File: src/rtl/mips_pkg.sv
// mips_pkg: funct codes and controller state encoding shared by the multiply/divide unit.
package mips_pkg;
    localparam logic [5:0] FUNCT_MFHI  = 6'b010000;
    localparam logic [5:0] FUNCT_MTHI  = 6'b010001;
    localparam logic [5:0] FUNCT_MFLO  = 6'b010010;
    localparam logic [5:0] FUNCT_MTLO  = 6'b010011;
    localparam logic [5:0] FUNCT_MULT  = 6'b011000;
    localparam logic [5:0] FUNCT_MULTU = 6'b011001;
    localparam logic [5:0] FUNCT_DIV   = 6'b011010;
    localparam logic [5:0] FUNCT_DIVU  = 6'b011011;
    typedef enum logic [1:0] {IDLE, MUL, DIV, FIX} mdu_state_t;
endpackage

File: src/rtl/mdu_divstep.sv
// mdu_divstep: one combinational restoring-division step on unsigned magnitudes.
module mdu_divstep #(
    parameter int WIDTH = 32
) (
    input  logic [WIDTH-1:0] i_rem,
    input  logic [WIDTH-1:0] i_quo,
    input  logic [WIDTH-1:0] i_div,
    output logic [WIDTH-1:0] o_rem,
    output logic [WIDTH-1:0] o_quo
);
    logic [WIDTH:0] w_shift, w_diff;
    assign w_shift = {i_rem, i_quo[WIDTH-1]};
    // The extra top bit of the difference is the borrow.
    assign w_diff = w_shift - {1'b0, i_div};
    assign o_rem  = w_diff[WIDTH] ? w_shift[WIDTH-1:0] : w_diff[WIDTH-1:0];
    assign o_quo  = {i_quo[WIDTH-2:0], ~w_diff[WIDTH]};
endmodule

File: src/rtl/mdu_ctrl.sv
// mdu_ctrl: iterative MULT/DIV controller owning HI/LO, with MF*/MT* service and stall.
// Define MDU_DIV_EN to include DIV/DIVU; otherwise they are ignored like unknown functs.
module mdu_ctrl
    import mips_pkg::*;
#(
    parameter int WIDTH = 32
) (
    input  logic             clk,
    input  logic             reset,
    input  logic             md_valid,
    input  logic [5:0]       funct,
    input  logic [WIDTH-1:0] srca,
    input  logic [WIDTH-1:0] srcb,
    output logic             busy,
    output logic             stall,
    output logic [WIDTH-1:0] mdresult
);
    localparam int CW = $clog2(WIDTH);
    mdu_state_t         r_state;
    logic [CW-1:0]      r_cnt;
    logic [WIDTH-1:0]   r_hi, r_lo, r_a;
    logic [2*WIDTH-1:0] r_acc;
    logic               r_neg_q;
    logic               w_signed;
    logic [WIDTH-1:0]   w_ma, w_mb;
    logic [WIDTH:0]     w_sum;
    logic [2*WIDTH-1:0] w_prod, w_fix;
    assign w_signed = ~funct[0];
    assign w_ma     = (w_signed && srca[WIDTH-1]) ? -srca : srca;
    assign w_mb     = (w_signed && srcb[WIDTH-1]) ? -srcb : srcb;
    // Accumulator high half collects partial sums while the multiplier shifts out of the low half.
    assign w_sum    = {1'b0, r_acc[2*WIDTH-1:WIDTH]} + {1'b0, r_a & {WIDTH{r_acc[0]}}};
    assign w_prod   = r_neg_q ? -r_acc : r_acc;
`ifdef MDU_DIV_EN
    logic             r_neg_r, r_is_div;
    logic [WIDTH-1:0] w_rem_n, w_quo_n;
    mdu_divstep #(.WIDTH(WIDTH)) u_divstep (
        .i_rem(r_acc[2*WIDTH-1:WIDTH]),
        .i_quo(r_acc[WIDTH-1:0]),
        .i_div(r_a),
        .o_rem(w_rem_n),
        .o_quo(w_quo_n)
    );
    assign w_fix = r_is_div ? {r_neg_r ? -r_acc[2*WIDTH-1:WIDTH] : r_acc[2*WIDTH-1:WIDTH],
                               r_neg_q ? -r_acc[WIDTH-1:0] : r_acc[WIDTH-1:0]} : w_prod;
`else
    assign w_fix = w_prod;
`endif
    assign busy     = r_state != IDLE;
    assign stall    = md_valid & busy;
    assign mdresult = !md_valid ? '0 : funct == FUNCT_MFHI ? r_hi : funct == FUNCT_MFLO ? r_lo : '0;
    always_ff @(posedge clk or negedge reset) begin
        if (!reset) begin
            r_state  <= IDLE;
            r_cnt    <= '0;
            r_hi     <= '0;
            r_lo     <= '0;
            r_a      <= '0;
            r_acc    <= '0;
            r_neg_q  <= 1'b0;
`ifdef MDU_DIV_EN
            r_neg_r  <= 1'b0;
            r_is_div <= 1'b0;
`endif
        end else begin
            case (r_state)
                IDLE: if (md_valid) begin
                    if (funct == FUNCT_MTHI) r_hi <= srca;
                    if (funct == FUNCT_MTLO) r_lo <= srca;
                    if (funct == FUNCT_MULT || funct == FUNCT_MULTU) begin
                        r_a     <= w_ma;
                        r_acc   <= {{WIDTH{1'b0}}, w_mb};
                        r_cnt   <= '0;
                        r_neg_q <= w_signed & (srca[WIDTH-1] ^ srcb[WIDTH-1]);
                        r_state <= MUL;
`ifdef MDU_DIV_EN
                        r_is_div <= 1'b0;
`endif
                    end
`ifdef MDU_DIV_EN
                    // Divide by zero skips iteration: FIX passes HI=srca, LO=all-ones through unsigned.
                    if (funct == FUNCT_DIV || funct == FUNCT_DIVU) begin
                        r_a      <= w_mb;
                        r_acc    <= (srcb == '0) ? {srca, {WIDTH{1'b1}}} : {{WIDTH{1'b0}}, w_ma};
                        r_cnt    <= '0;
                        r_is_div <= 1'b1;
                        r_neg_q  <= (srcb != '0) & w_signed & (srca[WIDTH-1] ^ srcb[WIDTH-1]);
                        r_neg_r  <= (srcb != '0) & w_signed & srca[WIDTH-1];
                        r_state  <= (srcb == '0) ? FIX : DIV;
                    end
`endif
                end
                MUL: begin
                    r_acc <= {w_sum, r_acc[WIDTH-1:1]};
                    r_cnt <= r_cnt + 1'b1;
                    if (r_cnt == CW'(WIDTH-1)) r_state <= FIX;
                end
`ifdef MDU_DIV_EN
                DIV: begin
                    r_acc <= {w_rem_n, w_quo_n};
                    r_cnt <= r_cnt + 1'b1;
                    if (r_cnt == CW'(WIDTH-1)) r_state <= FIX;
                end
`endif
                FIX: begin
                    {r_hi, r_lo} <= w_fix;
                    r_state      <= IDLE;
                end
                default: r_state <= IDLE;
            endcase
        end
    end
endmodule

File: config.mk
export PLATFORM = sky130hd
export DESIGN_NAME = mdu_ctrl
export DESIGN_NICKNAME = d
export VERILOG_FILES = /design/src/rtl/mips_pkg.sv /design/src/rtl/mdu_divstep.sv /design/src/rtl/mdu_ctrl.sv
export SDC_FILE = /design/constraint.sdc
export NUM_CORES = 1
export LEC_CHECK = 0
export CAP_MARGIN = 30
export CORE_MARGIN = 5
export CORE_UTILIZATION = 59
export CTS_CLUSTER_DIAMETER = 40
export DETAILED_ROUTE_END_ITERATION = 8
export PLACE_DENSITY = 0.81
export SLEW_MARGIN = 20
export SYNTH_ARGS = -nofsm -noshare
export SYNTH_HDL_FRONTEND = slang
export SYNTH_HIERARCHICAL = 1
export SYNTH_SLANG_ARGS = --single-unit
File: constraint.sdc
create_clock -name clk -period 4 [get_ports clk]
set_input_delay 0.6 -clock clk [delete_from_list [all_inputs] [get_ports clk]]
set_output_delay 0.6 -clock clk [all_outputs]
set_load 0.01 [all_outputs]
* Word level (Yosys, flattened, before mapping)
Index checks and enable logic that the tools add are counted.
Word-level totals: input port bits 73, register bits after elaboration 168, word-level logic and storage cells 65
Operators by class: reduce and logical (&&, ||, !) cells 12, multiplexer cells 22, add/sub/neg operators 5, equality and inequality tests 14, bitwise gates (word level) 5
Operators with widths (count):
- $mux W32 | 9
- $mux W64 | 3
- $pmux W32 S2 | 2
- $pmux W64 S2 | 1
- $neg A32 Y32 | 2
- $neg A64 Y64 | 1
- $eq A6 B5 Y1 const B | 6
- $add A32 B32 Y33 | 1
- $and A32 B32 Y32 | 1
- $reduce_and A3 Y1 | 5
- $mux W5 | 2
- $ne A2 B2 Y1 const B | 5
- $pmux W5 S2 | 1
- $mux W2 | 3
- $reduce_bool A2 Y1 | 3
- $add A5 B1 Y5 const B | 1
- $eq A5 B5 Y1 const B | 1
- $pmux W2 S2 | 1
- $and A1 B1 Y1 | 2
- $eq A2 B1 Y1 const B | 1
- $eq A2 B2 Y1 const B | 1
- $logic_and A1 B1 Y1 | 2
- $logic_not A2 Y1 | 1
- $logic_or A1 B1 Y1 | 1
- 2 further kinds | 2

* Longest topological paths before layout
Gate-level depths: netlist of the first run.
depth in word-level cells 6, gate-level depth with buffers 13, mapped depth without buffers 12

* Worst setup path after synthesis of the first run
No wires, ideal clock.
path type reg2reg, start reg r_acc[0], end reg r_acc[59], setup time 0.125 ns, period minus slack after synthesis 2.968 ns, cell stages (with the launch flop) 14, buffers on the path 1, arrival 2.843 ns, slack 1.032 ns, cell sequence dfrtp_1 clkbuf_1 and2_1 ha_1 inv_1 fa_1 nor2b_1 o2111a_1 or4_1 a221oi_1 nor4_1 o31ai_1 or3_1 nand3_1
Between the ends: word-level cells in the longest chain between the ends 3
RTL lines:
- from (decl) | line mdu_ctrl.sv:22 | logic [2*WIDTH-1:0] r_acc;
- from (signal assigned) | line mdu_ctrl.sv:72 | r_acc <= {{WIDTH{1'b0}}, w_mb};
- from (signal assigned) | line mdu_ctrl.sv:94 | r_acc <= {w_sum, r_acc[WIDTH-1:1]};
- $and A32 B32 Y32 | line mdu_ctrl.sv:32 | assign w_sum = {1'b0, r_acc[2*WIDTH-1:WIDTH]} + {1'b0, r_a & {WIDTH{r_acc[0]}}};
- $add A32 B32 Y33 | line mdu_ctrl.sv:32
- $pmux W64 S2 | line mdu_ctrl.sv:66 | case (r_state)
Every way passes these cells. A chain may end at the register's enable or synchronous reset.

* Worst setup path after layout of the first run
Same ends and word-level chain as after synthesis.

==> flow_summary.json, run 1 <==
{
  "final_common_cell": "nand2_1",
  "detail_route.vias_per_cell": 6.41,
  "worst-endpoint-required_ns": 4.33,
  "max_capacitance_violation_count": 0,
  "worst_r2r_path_depth": 10,
  "clock_skew_ns": 0.0110,
  "p_per_area_nw_per_um2": 544,
  "final.period_utilization_pct": 88.3,
  "routed_wl_mm": 36.4,
  "detail_route.first_pass.iterations": 8,
  "post_synth_instance_area_um2": 12200,
  "number_of_i_o_pins": 107,
  "port_buffers": 106,
  "seq_total_area_yosys_pct": 34.6,
  "period_minus_slack_ns": 3.53,
  "die_area_um2": 23600,
  "relative_max_transition_margin_pct": 33.9,
  "final_layout_size_suffix_gt1_share_pct": 5.50,
  "grt_usage_pct": 30.3,
  "syn_inst": 1460,
  "ir_drop_uv": 326,
  "fmaxAchievable_mhz": 283,
  "status": "complete, no violations",
  "layout_common_cells": "190 x nand2_1, 169 x o21ai_0, 167 x dfrtp_1",
  "synth_edf_count": 0,
  "clk_transition_reported_paths_ns": 0.07,
  "worst_slew_pin_slew_ns": 0.992,
  "cp_max_fo": 16,
  "yosys_warnings": 6,
  "synth_largest_type_area_fraction_pct": 34.6,
  "grt_setup_unrepaired": "no",
  "grt_start_max_net_pins": 73,
  "inserted_clock_buffers": 17,
  "fp.dieW_um": 154,
  "clock-sinks": 168,
  "worst_setup_path_startpoint": "r_acc[0]",
  "worst_setup_slack_for_register_to_register_paths_ns": 0.47,
  "syn_area_per_cell_um2": 8.33,
  "mappedNetlistNets": 1571,
  "post_drt_wl_per_cell_um": 20.2,
  "worstSkewPairLatency_ns": 0.44,
  "antenna_found_initial": 1,
  "number_of_antenna_violating_nets_in_the_routed_design": 0,
  "initial_core_util_pct": 60.1,
  "post_synth_main_area_contributors": "dfrtp_1 35%, o21ai_0 7.0%, mux2i_1 6.9%, xnor2_1 6.3%, nand2_1 5.9%",
  "finish.utilization_pct": 69.4,
  "critPathLaunchType": "flop",
  "yosys.area.top_type": "dfrtp_1",
  "worst_setup_path_end_kind": "flop",
  "area.growth.synth_to_final_pct": 15.6,
  "chipHeight_um": 154,
  "grt_pass1_wl_mm": 58.4,
  "cts_tree": "done",
  "p_leak_nw": 5.69,
  "async_reset_ff_share_pct": 100,
  "report.final.setup_viol": 0,
  "critPathArrivalTime_ns": 3.86,
  "rows": 52,
  "worst_slack_at_placement_ns": 0.503,
  "detailroute.via_count": 11500,
  "report.final.hold_viol_count": 0,
  "n_antenna_cell": 0,
  "final.setup.tns_ns": 0,
  "flip_flop_and_latch_count_after_synthesis": 168,
  "timing_worst_setup_path_type": "flop to flop",
  "reg2reg_to": "r_acc[59]",
  "htree_levels": 4,
  "cts_root_buf": "clkbuf_16",
  "cts.hold.buffers_added": 0,
  "dr.first_iter.drc_count": 1151,
  "gp_routability_congestion": 0.953,
  "worstHoldPathType": "primary input to async pin",
  "drc_errors": 0,
  "detailedPlacementHpwl_mm": 26.4,
  "fp.coreArea_um2": 20200,
  "post_cts_setup_repair_bufs": 0,
  "crit-reg2reg-launch": "r_acc[0]",
  "synth.lib_cells_used.distinct": 68,
  "drv_slew": 0,
  "number_of_global_route_vias_before_repair": 11200,
  "postSynth.topFlopCell": "dfrtp_1",
  "design.final.nets": 1626,
  "cts.path.max_buffers": 2,
  "cp-endpoint": "r_acc[59]",
  "timing.final.ws_setup_ns": 0.467,
  "grt-ovfl-total": 0,
  "cts_resized": 0
}
## cells in the mapped netlist, types with 17 or more instances
| cell type | count |
|---|---|
| a21oi_1 | 77 |
| a22oi_1 | 17 |
| and2_1 | 37 |
| buf_1 | 20 |
| clkbuf_1 | 68 |
| dfrtp_1 | 168 |
| ha_1 | 37 |
| inv_1 | 18 |
| mux2i_1 | 84 |
| nand2_1 | 191 |
| nand3_1 | 26 |
| nor2_1 | 102 |
| nor2b_1 | 23 |
| nor3_1 | 33 |
| o21ai_0 | 169 |
| o31ai_1 | 25 |
| or3_1 | 18 |
| xnor2_1 | 88 |
| xor2_1 | 53 |
## routing by layer
| metal | wire length [µm] | global-route usage [%] | up-vias | part of all wire [%] |
|---|---|---|---|---|
| met5 | 18 | 0 | - | 0.049 |
| met4 | 1320 | 12.4 | 2 | 3.6 |
| met3 | 3000 | 5.56 | 101 | 8.2 |
| met2 | 17100 | 48.5 | 594 | 47 |
| met1 | 15000 | 40.7 | 5512 | 41 |
| li1 | - | - | 5317 | - |
## registers in the layout, indices dropped and copies added, names as in the netlist
name and count:
r_acc 64, r_a 32, r_hi 32, r_lo 32, r_cnt 5, r_state 2
r_neg_q 1
## worst max-delay path, cell delays in order (launching register included)
cell and delay (ns):
dfrtp_1 0.52, and2_1 0.22, ha_1 0.34, a21oi_1 0.29, o21bai_1 0.13, or4_1 0.48
a221oi_1 0.59, nor4_1 0.19, o31ai_1 0.41, or3_1 0.17, nand3_1 0.07
## kinds of logic after synthesis
group	after synthesis	share of synthesized area (%)
compound gates	404	20.2
xor+xnor	141	10.2
fa+ha+maj	38	3.97
buf+inv	111	3.52
flops	168	34.6
mux	86	7.10
simple gates	512	20.4
## final cells by class
class,count,area (µm²)
fill,1601,6190
clock inverter,12,189
inverter,19,71.3
multi-input combinational,1181,7540
tap,270,338
timing repair buffer,128,1250
sequential,168,4210
clock buffer,20,447
## stage by stage
| stage | area [µm²] | cells | hold slack (ns) | power [mW] |
|---|---|---|---|---|
| global placement | 13400 | 1764 | 0.456 | 5.64 |
| finish | 14000 | 1798 | 0.173 | 7.64 |
| detailed placement | 13400 | 1766 | 0.467 | 5.75 |
| CTS | 14000 | 1798 | 0.202 | 7.59 |
| floorplan | 12200 | 1460 | 0.304 | 4.80 |
| global route | 14000 | 1798 | 0.231 | 8.09 |
## power by group
group          internal (mW)  total [mW]  switching, mW  leakage, nW
Combinational           1.24        2.93           1.69         3.40
Clock                   1.07        1.82          0.744        0.306
Sequential              2.17        2.90          0.729         1.99
## worst min path at each step
stage	startpoint	end	slack [ns]	cells past startpoint
2_1_floorplan	reset	r_a[0]	0.30	0
6_report	reset	r_a[8]	0.17	1
4_1_cts	reset	r_a[8]	0.20	1
5_1_grt	reset	r_a[8]	0.23	1
3_3_place_gp	r_a[14]	r_a[14]	0.46	2
3_5_place_dp	r_a[18]	r_a[18]	0.47	2
Power figures use the tool's default switching activity.
==> inputs of run 2 (changes only) <==
- CTS_CLUSTER_SIZE: not set -> 25
==> results of run 2 <==
No change in the layout: final DEF, timing and power equal those of run 1.
